===== config.mk =====
export PLATFORM = sky130hd
export DESIGN_NAME = sysid_ext_slave
export DESIGN_NICKNAME = d
export VERILOG_FILES = /design/src/rtl/sysid_ext_slave.sv
export SDC_FILE = /design/constraint.sdc
export NUM_CORES = 1
export LEC_CHECK = 0
export ABC_AREA = 1
export BUFFER_PORTS_ARGS = -buffer_cell sky130_fd_sc_hd__buf_2
export CAP_MARGIN = 40
export CORE_ASPECT_RATIO = 0.75
export CORE_MARGIN = 1.5
export CORE_UTILIZATION = 63
export DETAILED_ROUTE_END_ITERATION = 10
export HOLD_SLACK_MARGIN = 0.12
export PLACE_DENSITY = 0.85
export SLEW_MARGIN = 20
export SYNTH_ARGS = -nofsm -noshare
export SYNTH_HDL_FRONTEND = slang
export SYNTH_SLANG_ARGS = --single-unit
export TNS_END_PERCENT = 5

===== constraint.sdc =====
create_clock -name clock -period 2.47 [get_ports clock]
set_input_delay 0.494 -clock clock [delete_from_list [all_inputs] [get_ports clock]]
set_output_delay 0.494 -clock clock [all_outputs]
set_load 0.02 [all_outputs]

===== src/rtl/sysid_ext_slave.sv =====
// sysid_ext_slave: Avalon-MM system-ID slave with scratch, uptime counter, snapshot and pipelined reads.
// Optional heartbeat output enabled by defining SYSID_HEARTBEAT_EN.
module sysid_ext_slave #(
  parameter logic [31:0] ID_VALUE     = 32'h0000_0000,
  parameter logic [31:0] TIMESTAMP    = 32'h0000_0000,
  parameter logic [31:0] SCRATCH_INIT = 32'h0000_0000,
  parameter int          UPTIME_W     = 48,
  parameter int          PRESCALE     = 1,
  parameter int          READ_LATENCY = 1
) (
  input  logic        clock,
  input  logic        reset,
  input  logic [2:0]  address,
  input  logic        read,
  input  logic        write,
  input  logic [31:0] writedata,
  input  logic [3:0]  byteenable,
  output logic [31:0] readdata,
  output logic        readdatavalid
`ifdef SYSID_HEARTBEAT_EN
  ,
  output logic        heartbeat
`endif
);
`ifdef SYSID_HEARTBEAT_EN
  localparam logic HB_CAP = 1'b1;
`else
  localparam logic HB_CAP = 1'b0;
`endif
  localparam logic [31:0] CAPS = {21'd0, HB_CAP, 2'(READ_LATENCY), 8'(UPTIME_W)};
  logic [15:0]          presc;
  logic [UPTIME_W-1:0]  uptime;
  logic [63:0]          up64;
  logic [31:0]          snap;
  logic [31:0]          scratch;
  logic                 freeze;
  logic                 wr_ctl;
  logic                 clear;
  logic                 tick;
  logic [31:0]          rdata;
  logic [READ_LATENCY-1:0] vld;
  logic [31:0]          dat [READ_LATENCY];
  assign up64   = 64'(uptime);
  assign wr_ctl = write && address == 3'd6 && byteenable[0];
  assign clear  = wr_ctl && writedata[0];
  assign tick   = !freeze && presc == 16'(PRESCALE - 1);
  always_ff @(posedge clock) begin
    if (reset) begin
      presc  <= '0;
      uptime <= '0;
    end else if (clear) begin
      presc  <= '0;
      uptime <= '0;
    end else if (!freeze) begin
      presc  <= tick ? 16'd0 : presc + 16'd1;
      uptime <= tick ? uptime + UPTIME_W'(1) : uptime;
    end
  end
  always_ff @(posedge clock) begin
    if (reset) freeze <= 1'b0;
    else if (wr_ctl) freeze <= writedata[1];
  end
  // Upper bits are latched on the same cycle the low word is sampled, so a later word-4 read is coherent.
  always_ff @(posedge clock) begin
    if (reset) snap <= '0;
    else if (read && address == 3'd3) snap <= up64[63:32];
  end
  always_ff @(posedge clock) begin
    if (reset) scratch <= SCRATCH_INIT;
    else if (write && address == 3'd2)
      for (int i = 0; i < 4; i++)
        if (byteenable[i]) scratch[8*i +: 8] <= writedata[8*i +: 8];
  end
`ifdef SYSID_HEARTBEAT_EN
  always_ff @(posedge clock) begin
    if (reset || clear) heartbeat <= 1'b0;
    else if (tick && uptime[0]) heartbeat <= ~heartbeat;
  end
`endif
  always_comb begin
    rdata = 32'd0;
    case (address)
      3'd0: rdata = ID_VALUE;
      3'd1: rdata = TIMESTAMP;
      3'd2: rdata = scratch;
      3'd3: rdata = up64[31:0];
      3'd4: rdata = snap;
      3'd5: rdata = CAPS;
      3'd6: rdata = {30'd0, freeze, 1'b0};
      default: rdata = 32'd0;
    endcase
  end
  // Read pipeline: stage 0 captures the read-cycle value, the last stage drives the bus.
  always_ff @(posedge clock) begin
    if (reset) begin
      vld <= '0;
      for (int i = 0; i < READ_LATENCY; i++) dat[i] <= '0;
    end else begin
      vld    <= READ_LATENCY'({vld, read});
      dat[0] <= rdata;
      for (int i = 1; i < READ_LATENCY; i++) dat[i] <= dat[i-1];
    end
  end
  assign readdata      = dat[READ_LATENCY-1];
  assign readdatavalid = vld[READ_LATENCY-1];
endmodule

; Yosys cells after proc, flatten, opt, wreduce, memory -nomap -nowiden
; Memories as Yosys holds them, arrays and structs flattened.
; Index checks and enable logic that the tools add are counted.
[word_totals]
out_inout_bits = 33
n_memories = 1
wordCells = 40
ram_bits = 32
regBits = 114
[op_classes]
mux = 7
bitwise_logic = 1
n_eq_ne = 5
n_reduce_logical = 15
add_sub_neg = 2
[mem_list]
columns = memory, words, width, rd, rd_clocked_by_memory_dff, write_ports, line_no
row1 = dat, 1, 32, 1, 0, 1, 42  ; logic [31:0] dat [READ_LATENCY];
[ops]
columns = operator, n
row1 = 32-bit one-hot mux with 5 select lines, 1
row2 = "48-bit by 1-bit adder with 48-bit output, second input constant", 1
row3 = 32-bit 2-to-1 mux, 1
row4 = 32-bit OR reduction, 1
row5 = "16-bit by 1-bit adder with 16-bit output, second input constant", 1
row6 = 16-bit zero test, 1
row7 = 16-bit 2-to-1 mux, 1
row8 = 2-bit AND reduction, 5
row9 = "3-bit == test, second input constant", 3
row10 = "3-bit by 2-bit == test with 1-bit output, second input constant", 2
row11 = 1-bit logical AND, 6
row12 = 1-bit 2-to-1 mux, 4
row13 = 2-bit OR reduction, 1
row14 = 1-bit zero test, 1
row15 = 1-bit inverter, 1

; Logic depth before layout (Yosys ltp)
[depth]
depth_word = 5
mapped_depth = 14
ltp_nobuf = 14

; Worst setup path before layout
; No wires, ideal clock.
[synth_path]
path_kind = register -> register
start = register presc[0]
end = register uptime[30]
path_buffers = 1
required_time_ns = 2.348
path_slack_ns = 0.908
setup_time_ns = 0.122
path_stages_with_launch = 13
t_arrival_ns = 1.441
cell_sequence = dfxtp_1 inv_1 ha_1 inv_1 nor2_1 nand2_2 nor2_8 nand2_4 buf_6 nor2_2 nand2_1 o21ai_0 a21oi_1
[synth_via]
elab_chain_len = 3
[synth_lines]
columns = element, line_no
row1 = "start, declared", 31  ; logic [15:0] presc;
row2 = "start signal, assigned", 55  ; presc <= tick ? 16'd0 : presc + 16'd1;
row3 = 16-bit zero test, 46  ; assign tick = !freeze && presc == 16'(PRESCALE - 1);
row4 = 1-bit logical AND, 46
row5 = 2-bit AND reduction (no line), n/a
row6 = "end signal, assigned", 56  ; uptime <= tick ? uptime + UPTIME_W'(1) : uptime;
row7 = "end, declared", 32  ; logic [UPTIME_W-1:0] uptime;
; No other way between the ends.
; A chain may end at the register's enable or synchronous reset.

; Final worst setup path
[layout_path]
start = register presc[0]
end = register presc[13]
[layout_via]
elab_chain_len = 3
elab_cells_between_ends = 4
classes_between = add/sub (1) / mux (1) / reduce/logical (2)
[layout_lines]
columns = element, line_no
row1 = branches (longest 2 deep; another with 16-bit by 1-bit adder with 16-bit output), n/a
row2 = 16-bit 2-to-1 mux *, 55
; Every way passes the cells marked *.

==> implementation parameters <==
Parameter                              Value

Power
  Max IR drop VDD ... 0.558 mV
  P_leak ... 3.09 nW
  Power per unit of standard cell area ... 676 nW/um^2
  Overall power after layout ... 5.27 mW

Timing
  Final Hold Viols ... 0
  Clock Skew ... 0.00844 ns
  Setup tns final ... 0 ns
  # setup viols final ... 0
  Minimum clock period after layout ... 1.97 ns
  Worst Tran Pin Value ... 0.709 ns
  Max-Slew Margin vs Limit ... 0.527
  Fmax ... 508 MHz
  Share of the clock period used by the worst path ... 0.798
  Final Max Tran Viols ... 0
  Unrepaired setup endpoints after global routing ... no

Global route
  Overflow left after global routing ... 0
  Maximum number of pins on one net before global-route repair ... 62
  Wire length of the first global-routing pass ... 28900 um
  Number of antenna violations at the first check in global routing ... 0
  Vias in the first global route ... 5860
  Aggregate global-route resource usage ... 0.328

CTS
  Buffer depth of the longest clock path ... 2
  Hold Buf Count CTS ... 0
  Clk Latency, worst-skew pair ... 0.43 ns
  Number of sinks on the clock net ... 146
  Maximum level of the CTS H-tree ... 4
  # resized after CTS ... 0
  Buffers inserted by post-CTS timing repair ... 0
  Clock tree from TritonCTS ... done
  Root Buffer Master ... clkbuf_16
  Number of buffers inserted during clock tree synthesis ... 17
  Clock-pin slew reported for the worst setup and hold paths after clock tree synthesis ... 0.07 ns

Detailed routing
  Via count ... 6519
  Top layer reached by signal wires ... met4
  Met2 Routed Length ... 7490 um
  M1 WL ... 8010 um
  DRC violation count after routing ... 0
  Remaining antenna violation count after routing ... 0
  Sum of met3 wire segment lengths after detailed routing ... 1840 um
  Vias per std cell ... 5.63
  Aggregate routed wire length ... 17700 um
  Number of DRC markers after the initial detailed-route iteration ... 929
  First-pass iteration count of the detailed router ... 6
  Average detailed-routed wire length per instance ... 15.3 um

Synth
  Ranking of synthesized cells by area ... dfxtp_1, nand2_1, nor2_1
  Number of warning messages in the yosys log ... 0
  Cell taking the most area after synthesis ... dfxtp_1
  Mapped Area ... 6740 sq um
  Post-synthesis register bit count ... 146
  Synthesized area divided by synthesized cell count ... 7.20 sq um
  Area fraction of the dominant cell type after synthesis ... 0.433
  Net count of the mapped netlist ... 983
  Count of different cell masters after synthesis ... 43
  Sequential element share of the synthesized area ... 0.433
  Cell count after synthesis ... 937

Layout
  Number of diodes ... 0
  Area of the multi-input gates ... 3220 sq um
  Final core occ ... 0.754
  Synth-to-Final Area Change ... 15.5%
  Number of nets in the final layout ... 1055
  Fill cell instance count of the final layout ... 776
  Register Area ... 2920 sq um
  Proportion of layout cells with a drive suffix above 1 ... 0.165

Floorplanning
  Cell row count ... 32
  Chip Height ... 92.6 um
  Top Ports ... 76
  Chip width ... 122 um
  Starting density of the core ... 0.653
  Die Area ... 11300 sq um
  Area of the core region ... 10300 sq um

Setup path
  Critical path startpoint category ... register
  Critical Path Sink Type ... register
  Critical Path Fanout Max ... 12
  CP arrival ... 2.33 ns
  Required time at the worst-slack endpoint ... 2.83 ns
  Worst Setup Path Type ... reg -> reg

Run status
  Outcome ... finished, final reports clean

Hold path
  Class of the worst hold path ... in -> reg

Place
  Global placement routability congestion ... 0.947
  Post-DP HPWL ... 12600 um
  I/O Buffers ... 75

Flow run
  Max-capacitance violation count ... 0
[layout make-up]
type,instances,share of cell area
inverters,121,0.0583
flip-flops and latches,146,0.375
repair buffers,84,0.0569
well taps,136,0.0219
multi-input cells,639,0.414
clock buffers,17,0.0546
clock inverters,15,0.0190
[Yosys cell counts (all sizes together)]
cell type  count
inv          120
nand2        180
nand3b         3
clkinv         1
o21a           3
nand3         76
and3           1
or2            1
a21o           1
a211oi         1
a22oi         16
o2111ai        2
o22ai          7
dfxtp        146
nor2         158
clkbuf        19
a221oi         8
a31oi          3
nor4           2
a21oi         81
nor3          17
o31ai          1
xnor2          5
nor3b          1
nand4         18
xor2           4
buf           12
o21ai         45
o21bai         1
ha             3
o211a          1
[worst paths after layout]
kind	startpoint	depth (start not counted)	to	slack, ns
worst min register to register	scratch[8]$_SDFFE_PP0P_	2	scratch[8]$_SDFFE_PP0P_	0.45
worst max-delay path	presc[0]$_SDFFE_PP0N_	11	presc[13]$_SDFFE_PP0N_	0.50
worst min-delay path	writedata[7]	3	scratch[7]$_SDFFE_PP0P_	0.28
worst max register to register	presc[0]$_SDFFE_PP0N_	11	presc[13]$_SDFFE_PP0N_	0.50
[worst max-delay path, cell delays in order (launching register included)]
cell	delay (ns)
dfxtp_1	0.41
inv_1	0.06
ha_1	0.19
inv_1	0.07
nor2_1	0.05
nand2_2	0.14
nor2_8	0.06
nand2_4	0.18
inv_2	0.11
nor2_2	0.33
o21ai_0	0.16
a21oi_1	0.14
[cells by family after synthesis]
logic type | Yosys count | synth area share
flip-flops | 146 | 0.433
XOR/XNOR | 9 | 0.0117
AND/OR/NAND/NOR | 457 | 0.318
adder cells (fa/ha/maj) | 3 | 0.00557
AO/OA/AOI/OAI | 170 | 0.143
buffers and inverters | 152 | 0.0887
[metrics by stage]
stage	area [sq um]	worst slack, ns	cells	hold slack, ns
after global placement	7210	0.356	1126	0.442
after global routing	7790	0.329	1158	0.283
after CTS	7790	0.521	1158	0.284
after floorplan	6740	0.908	937	0.425
after detailed placement	7210	0.315	1126	0.447
final	7790	0.500	1158	0.284
[routing by layer]
layer	vias up	GRT usage
met5	-	0
met4	0	0.125
met3	49	0.0739
met2	329	0.483
met1	2927	0.468
li1	3214	-
[placed cells by master, fill, tap and decap left out, drive strengths merged]
cell / netlist / routed
and3: 1 / 1
o21ai: 45 / 45
a22oi: 16 / 16
nor3: 17 / 17
nand4: 18 / 18
nor3b: 1 / 1
a31oi: 3 / 3
or2: 1 / 1
a221oi: 8 / 8
dfxtp: 146 / 146
o31ai: 1 / 1
o21bai: 1 / 1
nand3: 76 / 76
o211a: 1 / 1
xor2: 4 / 4
nor2: 158 / 158
a211oi: 1 / 1
nand3b: 3 / 3
xnor2: 5 / 5
ha: 3 / 3
a21o: 1 / 1
o2111ai: 2 / 2
o22ai: 7 / 7
clkbuf: 19 / 17
nand2: 180 / 180
buf: 12 / 84
nor4: 2 / 2
bufinv: 0 / 1
o21a: 3 / 3
a21oi: 81 / 81
clkinv: 1 / 6
clkinvlp: 0 / 2
inv: 120 / 127
[sequential cells by signal, summed over array words and instances (netlist names)]
signal,cells
scratch,32
readdatavalid,1
presc,16
dat,32
freeze,1
uptime,48
snap,16
[where the power goes]
group          switching (mW)  internal, mW  total [mW]  leakage [nW]
combinational           0.243         0.104       0.347          1.63
clock                    1.09          1.41        2.50         0.279
sequential             0.0281          2.39        2.42          1.18
No activity file was read; power rests on OpenSTA's default activity.
